[config.mk]
export PLATFORM = sky130hd
export DESIGN_NAME = fetch_decode_skid_stage
export DESIGN_NICKNAME = d
export VERILOG_FILES = /design/src/rtl/fetch_decode_skid_stage.sv
export SDC_FILE = /design/constraint.sdc
export NUM_CORES = 1
export LEC_CHECK = 0
export CAP_MARGIN = 25
export CORE_ASPECT_RATIO = 1.2
export CORE_MARGIN = 8
export CORE_UTILIZATION = 40
export DETAILED_ROUTE_END_ITERATION = 10
export PLACE_DENSITY = 0.69
export SLEW_MARGIN = 20
export SYNTH_ARGS = -nofsm -noshare
export SYNTH_HDL_FRONTEND = slang
export SYNTH_SLANG_ARGS = --single-unit
export TNS_END_PERCENT = 10
[constraint.sdc]
create_clock -name clock -period 1.76 [get_ports clock]
set_input_delay 0.352 -clock clock [delete_from_list [all_inputs] [get_ports clock]]
set_output_delay 0.352 -clock clock [all_outputs]
set_load 0.05 [all_outputs]
[src/rtl/fetch_decode_skid_stage.sv]
// Fetch->decode pipeline register with a 2-entry skid buffer,
// synchronous flush and a saturating decode-stall counter.
module fetch_decode_skid_stage #(
  parameter int                    ADDR_WIDTH  = 12,
  parameter int                    DATA_WIDTH  = 32,
  parameter logic [DATA_WIDTH-1:0] NOP_INSTR   = '0,
  parameter int                    STALL_WIDTH = 16
) (
  input  logic                   clock,
  input  logic                   reset,
  input  logic                   flush,
  input  logic                   fetch_valid,
  output logic                   fetch_ready,
  input  logic [ADDR_WIDTH-1:0]  fetch_pc_address,
  input  logic [DATA_WIDTH-1:0]  fetch_instruction,
  output logic                   decode_valid,
  input  logic                   decode_ready,
  output logic [ADDR_WIDTH-1:0]  decode_pc_address,
  output logic [DATA_WIDTH-1:0]  decode_instruction,
  output logic [STALL_WIDTH-1:0] stall_count
);

  typedef enum logic [1:0] {
    EMPTY = 2'd0,
    ONE   = 2'd1,
    TWO   = 2'd2
  } state_t;

  state_t                 state;
  logic                   ready_q;
  logic                   valid_q;
  logic [ADDR_WIDTH-1:0]  main_pc;
  logic [DATA_WIDTH-1:0]  main_instr;
  logic [ADDR_WIDTH-1:0]  skid_pc;
  logic [DATA_WIDTH-1:0]  skid_instr;
  logic [STALL_WIDTH-1:0] stall_q;

  logic in_fire;
  logic out_fire;
  logic stall;
  logic stall_sat;

  assign in_fire   = fetch_valid && ready_q;
  assign out_fire  = valid_q && decode_ready;
  assign stall     = valid_q && !decode_ready;
  assign stall_sat = &stall_q;

  assign fetch_ready        = ready_q;
  assign decode_valid       = valid_q;
  assign decode_pc_address  = main_pc;
  assign decode_instruction = main_instr;
  assign stall_count        = stall_q;

  always_ff @(posedge clock or negedge reset) begin
    if (!reset) begin
      state      <= EMPTY;
      ready_q    <= 1'b1;
      valid_q    <= 1'b0;
      main_pc    <= '0;
      main_instr <= NOP_INSTR;
      skid_pc    <= '0;
      skid_instr <= NOP_INSTR;
      stall_q    <= '0;
    end else begin
      if (stall && !stall_sat)
        stall_q <= stall_q + STALL_WIDTH'(1);

      // flush wins over every transition and drops in_fire
      if (flush) begin
        state      <= EMPTY;
        ready_q    <= 1'b1;
        valid_q    <= 1'b0;
        main_pc    <= '0;
        main_instr <= NOP_INSTR;
        skid_pc    <= '0;
        skid_instr <= NOP_INSTR;
      end else begin
        unique case (state)
          EMPTY: begin
            if (in_fire) begin
              main_pc    <= fetch_pc_address;
              main_instr <= fetch_instruction;
              valid_q    <= 1'b1;
              state      <= ONE;
            end
          end
          ONE: begin
            if (in_fire && out_fire) begin
              main_pc    <= fetch_pc_address;
              main_instr <= fetch_instruction;
            end else if (in_fire) begin
              skid_pc    <= fetch_pc_address;
              skid_instr <= fetch_instruction;
              ready_q    <= 1'b0;
              state      <= TWO;
            end else if (out_fire) begin
              main_pc    <= '0;
              main_instr <= NOP_INSTR;
              valid_q    <= 1'b0;
              state      <= EMPTY;
            end
          end
          TWO: begin
            if (out_fire) begin
              main_pc    <= skid_pc;
              main_instr <= skid_instr;
              skid_pc    <= '0;
              skid_instr <= NOP_INSTR;
              ready_q    <= 1'b1;
              state      <= ONE;
            end
          end
          default: begin
            state      <= EMPTY;
            ready_q    <= 1'b1;
            valid_q    <= 1'b0;
            main_pc    <= '0;
            main_instr <= NOP_INSTR;
          end
        endcase
      end
    end
  end

endmodule

==> reports/qor.txt, run 1 <==
status - complete, no violations
setup violators final - 0
Via density - 5.12
crit-path max FO - 11
grt total ovfl - 0
Post-synth EDFFs - 0
f_max - 589 MHz
synth warn - 0
synth unique cells - 44
Seq/Total Area, Yosys - 0.540
most common cell after layout, fill and taps aside - dfrtp_1
Rows - 45
1st-iter DRT viols - 240
Data arrival, critical path - 1.97 ns
Final Hold Fails - 0
critical path's slowest cell - dfrtp_2
later-pin clock latency in the skew report - 0.34 ns
fin crit period - 1.70 ns
startpoint types - register
clk buf depth - 2
relative slew slack - 0.602
WL met1 - 5.90 mm
Buf+Inv Stages, Crit Path - 3
TritonCTS buffer count - 9
Synth area leader - dfrtp_1
CTS tree - built
worst clock skew - 0.00827 ns
Synth Register Bits - 108
Critical Path Stages - 7
vias in the first global route - 4155
all-layer global routing usage - 0.158
Clock Sinks - 108
vias - 4020
Worst R2R Start - decode_valid$_DFFE_PN0P_
ratio of cells with drive above 1 in the final layout - 0.229
Die ar. - 0.0164 mm²
Routed met3 length - 530 µm
hold buffers post-CTS - 0
area delta synth->final - 36.5%
Primary FF master, synth - dfrtp_1
Syn Nets - 536
Final Max Slew Viols - 0
ranking of synthesized cells by area - dfrtp_1, mux2i_1, nand2_1
Detail Placement HPWL - 8.94 mm
Core Area - 0.0124 mm²
design area - 0.00684 mm²
critical setup path kind - register to register
Worst EP required - 2.03 ns
P_leak - 3.30 nW
# Max-Cap Violations - 0
Final nets - 666
met2 WL - 7.11 mm
die width - 118 µm
first-pass GRT wire length - 21.3 mm
routed wire length - 13.7 mm
post-DR wirelength/cell - 17.4 µm
worst slew pin tran - 0.598 ns
initial antenna violation count - 0
root buffer cell - clkbuf_16
Mapped Area - 0.00501 mm²
Worst R2R Setup Slack - 0.06 ns
DIE HEIGHT - 139 µm
most frequent cells in the layout - dfrtp_1, nand2_1, buf_4
PD cells - 1170 mW/mm²
CP max stage delay - 0.40 ns
Max VDD drop - 0.000510 V
Initial Utilization - 0.403
RePlAce Congestion - 0.767
Tcrit/Tclk final - 0.964
Synth Instances - 486
DRT Pass-1 Iters - 4
Routed Antenna Nets - 0
clk slew on worst S/H paths - 0.08 ns
critical-path cell list - buf_4, and4b_4, a2111oi_4, buf_6, buf_8, nand2_1, o21ai_1
asr flop ratio synth - 1.00
DRC violations left - 0
crit end category - register
R2R depth - 7
Fin Hold WS - 0.0706 ns
post-synthesis average cell area - 10.3 µm²
Synth top area share - 0.534
IO Pins - 111
top sig layer - met4
Port Buffer Count - 110
H-Tree Depth - 3
antenna fix cells - 0
dpl cell area - 0.00636 mm²
largest net degree at the start of global routing - 109
critical path launch point - decode_valid$_DFFE_PN0P_
Hold Crit Class - input pin to asynchronous set/reset pin
cell family with most CP delay - buffers and inverters
## registers in the layout, summed over array words and instances, names as in the netlist
| register | cells |
|---|---|
| decode_instruction | 32 |
| decode_pc_address | 12 |
| decode_valid | 1 |
| fetch_ready | 1 |
| skid_instr | 32 |
| skid_pc | 12 |
| stall_count | 16 |
| state | 2 |
## synth_stat cells, types with 3 or more instances
library cell and n:
nand4_1 8, nand3_1 4, buf_2 4, clkbuf_2 4, o21ai_0 9, and3_1 3
dfrtp_1 107, and4_1 4, xnor2_1 12, o21ai_1 28, nor2b_1 3, buf_6 9
nand2_1 99, clkbuf_1 10, a22oi_1 44, a21oi_1 3, o21ai_2 8, inv_1 47
nor2_1 6, nor3_1 3, mux2i_1 45
## final timing paths
| check | endpoint |
|---|---|
| setup / recovery | decode_pc_address[10]$_DFFE_PN0P_ |
| hold / removal | stall_count[5]$_DFFE_PN0P_ |
| setup reg to reg | decode_pc_address[10]$_DFFE_PN0P_ |
| hold reg to reg | decode_instruction[5]$_DFFE_PN0P_ |
| max in group asynchronous | decode_valid$_DFFE_PN0P_ |
| min in group clock | decode_instruction[5]$_DFFE_PN0P_ |
## kinds of logic (layout without fill, tap and decap cells)
group                      Yosys count  after routing  share of synthesized area
AOI/OAI and AO/OA                  103            103                      0.144
xor gates and xnor gates            14             14                     0.0245
adders and majority gates            1              1                    0.00250
buffers and inverters               76            211                     0.0739
DFF                                108            108                      0.540
muxes                               45             45                     0.0899
and+or+nand+nor                    139            139                      0.126
## layout make-up
cell class | instances | area (µm²)
Inverter | 47 | 176
Clock buffer | 9 | 225
Timing Repair Buffer | 148 | 1480
Clock inverter | 7 | 51.3
Tap cell | 164 | 205
Fill cell | 1080 | 5600
Multi-Input combinational cell | 302 | 1990
Sequential cell | 108 | 2710
## repair_timing
| item | 4_1_cts | 5_1_grt |
|---|---|---|
| cloned | 0 | 6 |
| setup endpoints to repair | 3 | 87 |
| resized for setup | 2 | 19 |
| hold endpoints to repair | 0 | 0 |
| pin swaps | 1 | 2 |
| buffers inserted | 0 | 2 |
## per-stage QoR
step / worst slack [ns] / instances / util / setup TNS [ns] / total power, mW
after floorplan: -0.0375 / 486 / - / -0.0747 / 4.89
after global placement: -0.286 / 761 / 0.511 / -24.17 / 5.93
after detailed placement: -0.371 / 761 / 0.511 / -29.52 / 6.01
after CTS: 0.0137 / 777 / 0.534 / 0 / 7.91
after global routing: -0.00340 / 785 / 0.550 / -0.00562 / 8.39
final: 0.0635 / 785 / 0.550 / 0 / 8.02
## metal layers
layer	vias up	GRT usage
met5	-	0
met4	0	0.0493
met3	10	0.0330
met2	90	0.269
met1	2005	0.195
li1	1915	-
## worst register-to-register path, delay by kind of cell, from the launching register on
family	cells	cell delay, ns
buffers and inverters	3	0.53
and+or+nand+nor	2	0.30
AOI/OAI and AO/OA	2	0.40
DFF	1	0.40
## where the power goes
| part | total (mW) | internal, mW | switching, mW |
|---|---|---|---|
| Sequential | 3.12 | 2.86 | 0.256 |
| Combinational | 2.99 | 1.15 | 1.84 |
| Clock | 1.92 | 0.969 | 0.946 |
(Power assumes the default switching activity.)
==> inputs of run 2 (changes only) <==
--- a/config.mk
+++ b/config.mk
@@ -7,7 +7,6 @@
 export LEC_CHECK = 0
 export CAP_MARGIN = 25
 export CORE_ASPECT_RATIO = 1.2
-export CORE_MARGIN = 8
 export CORE_UTILIZATION = 40
 export DETAILED_ROUTE_END_ITERATION = 10
 export PLACE_DENSITY = 0.69
==> constraint.sdc (replaced) <==
create_clock -name clock -period 1.51 [get_ports clock]
set_input_delay 0.302 -clock clock [delete_from_list [all_inputs] [get_ports clock]]
set_output_delay 0.302 -clock clock [all_outputs]
set_load 0.05 [all_outputs]
==> reports/qor.txt, run 2 (synthesis gave the netlist of run 1 again) <==
status - finished, violations left (was complete, no violations)
failing checks - setup timing
sw frac - 0.360 (was 0.379)
crit-path max FO - 19 (was 11)
Hold Crit Class - input pin to register (was input pin to asynchronous set/reset pin)
PD cells - 1330 mW/mm² (was 1170 mW/mm²)
Final Hold Fails - 0 (unchanged)
Clk network pwr share - 0.219 (was 0.239)
clk buf depth - 2 (unchanged)
ratio of cells with drive above 1 in the final layout - 0.330 (was 0.229)
worst clock skew - 0.00730 ns (was 0.00827 ns)
vias - 4338 (was 4020)
Via density - 5.36 (was 5.12)
Core Area - 0.0122 mm² (was 0.0124 mm²)
Rows - 44 (was 45)
DRC violations left - 0 (unchanged)
worst setup margin - -0.136 ns (was 0.0635 ns)
routed wire length - 14.8 mm (was 13.7 mm)
Detail Placement HPWL - 8.99 mm (was 8.94 mm)
most frequent cells in the layout - nand2_1, dfrtp_1, buf_12 (was dfrtp_1, nand2_1, buf_4)
critical setup path kind - register to register (unchanged)
crit end category - register (unchanged)
clk slew on worst S/H paths - 0.07 ns (was 0.08 ns)
f_max - 608 MHz (was 589 MHz)
worst slew pin tran - 0.455 ns (was 0.598 ns)
Worst EP required - 1.74 ns (was 2.03 ns)
first-pass GRT wire length - 22.2 mm (was 21.3 mm)
largest net degree at the start of global routing - 43 (was 109)
design area - 0.00810 mm² (was 0.00684 mm²)
# Max-Cap Violations - 0 (unchanged)
grt total ovfl - 0 (unchanged)
DRT Pass-1 Iters - 5 (was 4)
area delta synth->final - 61.6% (was 36.5%)
dpl cell area - 0.00728 mm² (was 0.00636 mm²)
H-Tree Depth - 3 (unchanged)
setup violators final - 96 (was 0)
Fin Hold WS - 0.430 ns (was 0.0706 ns)
IO Pins - 111 (unchanged)
RSZ-0062 raised after global routing - yes
P_leak - 3.72 nW (was 3.30 nW)
Routed Antenna Nets - 0 (unchanged)
Initial Utilization - 0.412 (was 0.403)
Final nets - 693 (was 666)
Die ar. - 0.0130 mm² (was 0.0164 mm²)
Logic pwr share - 0.423 (was 0.373)
relative slew slack - 0.697 (was 0.602)
Worst R2R Setup Slack - -0.14 ns (was 0.06 ns)
fin crit period - 1.65 ns (was 1.70 ns)
later-pin clock latency in the skew report - 0.35 ns (was 0.34 ns)
Fillers - 884 (was 1080)
1st-iter DRT viols - 258 (was 240)
startpoint types - register (unchanged)
die width - 104 µm (was 118 µm)
Data arrival, critical path - 1.87 ns (was 1.97 ns)
Final Max Slew Viols - 0 (unchanged)
initial antenna violation count - 0 (unchanged)
all-layer global routing usage - 0.216 (was 0.158)
DIE HEIGHT - 125 µm (was 139 µm)
Internal Pwr Total - 6.87 mW (was 4.98 mW)
Setup TNS - -8.10 ns (was 0 ns)
antenna fix cells - 0 (unchanged)
pre-CTS WS - -0.624 ns (was -0.371 ns)
vias in the first global route - 4397 (was 4155)
Port Buffer Count - 110 (unchanged)
post-DR wirelength/cell - 18.2 µm (was 17.4 µm)
R2R depth - 6 (was 7)
TritonCTS buffer count - 9 (unchanged)
root buffer cell - clkbuf_16 (unchanged)
Max VDD drop - 0.000825 V (was 0.000510 V)
CTS tree - built (unchanged)
WHS Path Cells - 4
Final Core Density - 0.666 (was 0.550)
Tcrit/Tclk final - 1.09 (was 0.964)
RePlAce Congestion - 0.850 (was 0.767)
Switch Pwr - 3.87 mW (was 3.04 mW)
Clock Sinks - 108 (unchanged)
register share of total power - 0.358 (was 0.389)
## run 2: area by class of cell
type	count	area (µm²)	share of cell area
well taps	161	201	0.0249
inverters	47	176	0.0218
repair buffers	175	2550	0.315
flip-flops and latches	108	2730	0.337
clock buffers	9	225	0.0278
multi-input cells	302	2150	0.265
clock inverters	7	66.3	0.00819
## run 2: path summary, 6_finish.rpt
check,startpoint,endpoint
max in group asynchronous,reset,skid_instr[1]$_DFFE_PN0P_
hold reg to reg,skid_instr[2]$_DFFE_PN0P_,skid_instr[2]$_DFFE_PN0P_
hold / removal,flush,fetch_ready$_DFFE_PN1P_
min in group asynchronous,reset,state[1]$_DFFE_PN0P_
setup reg to reg,state[0]$_DFFE_PN0P_,decode_instruction[10]$_DFFE_PN0P_
setup / recovery,state[0]$_DFFE_PN0P_,decode_instruction[10]$_DFFE_PN0P_
## run 2: power by group through the flow
stage          Sequential [mW]  Combinational (mW)  Clock (mW)
6_report                  3.84                4.55        2.35
5_1_grt                   3.89                4.76        2.50
4_1_cts                   3.81                4.09        2.38
3_5_place_dp              3.84                3.94           0
3_3_place_gp              3.83                3.85           0
2_1_floorplan             4.58                1.20           0
## run 2: critical path: stages (launching register included)
cell and delay (ns):
dfrtp_2 0.46, and4bb_4 0.28, buf_6 0.12, o31ai_4 0.22
buf_6 0.19, buf_12 0.17, o21ai_1 0.08
## run 2: stage by stage
| step | total power [mW] | instances |
|---|---|---|
| final | 10.7 | 809 |
| after global routing | 11.2 | 809 |
| after CTS | 10.3 | 794 |
| after detailed placement | 7.78 | 772 |
| after global placement | 7.67 | 772 |
| after floorplan | 5.77 | 486 |
## run 2: repair_timing
action | CTS | global route
resized for setup | 24 | 42
hold buffers | 1 | 0
pin swaps | 8 | 10
buffers inserted | 3 | 7
gates cloned | 2 | 8
endpoints found under the setup margin | 93 | 97
endpoints found under the hold margin | 41 | 0
## run 2: metal layers
layer | up-vias | track usage | routed length [µm]
li1 | 1963 | - | -
met1 | 2179 | 0.262 | 5880
met5 | - | 0 | 0
met2 | 171 | 0.377 | 7770
met3 | 25 | 0.0356 | 781
met4 | 0 | 0.0908 | 323
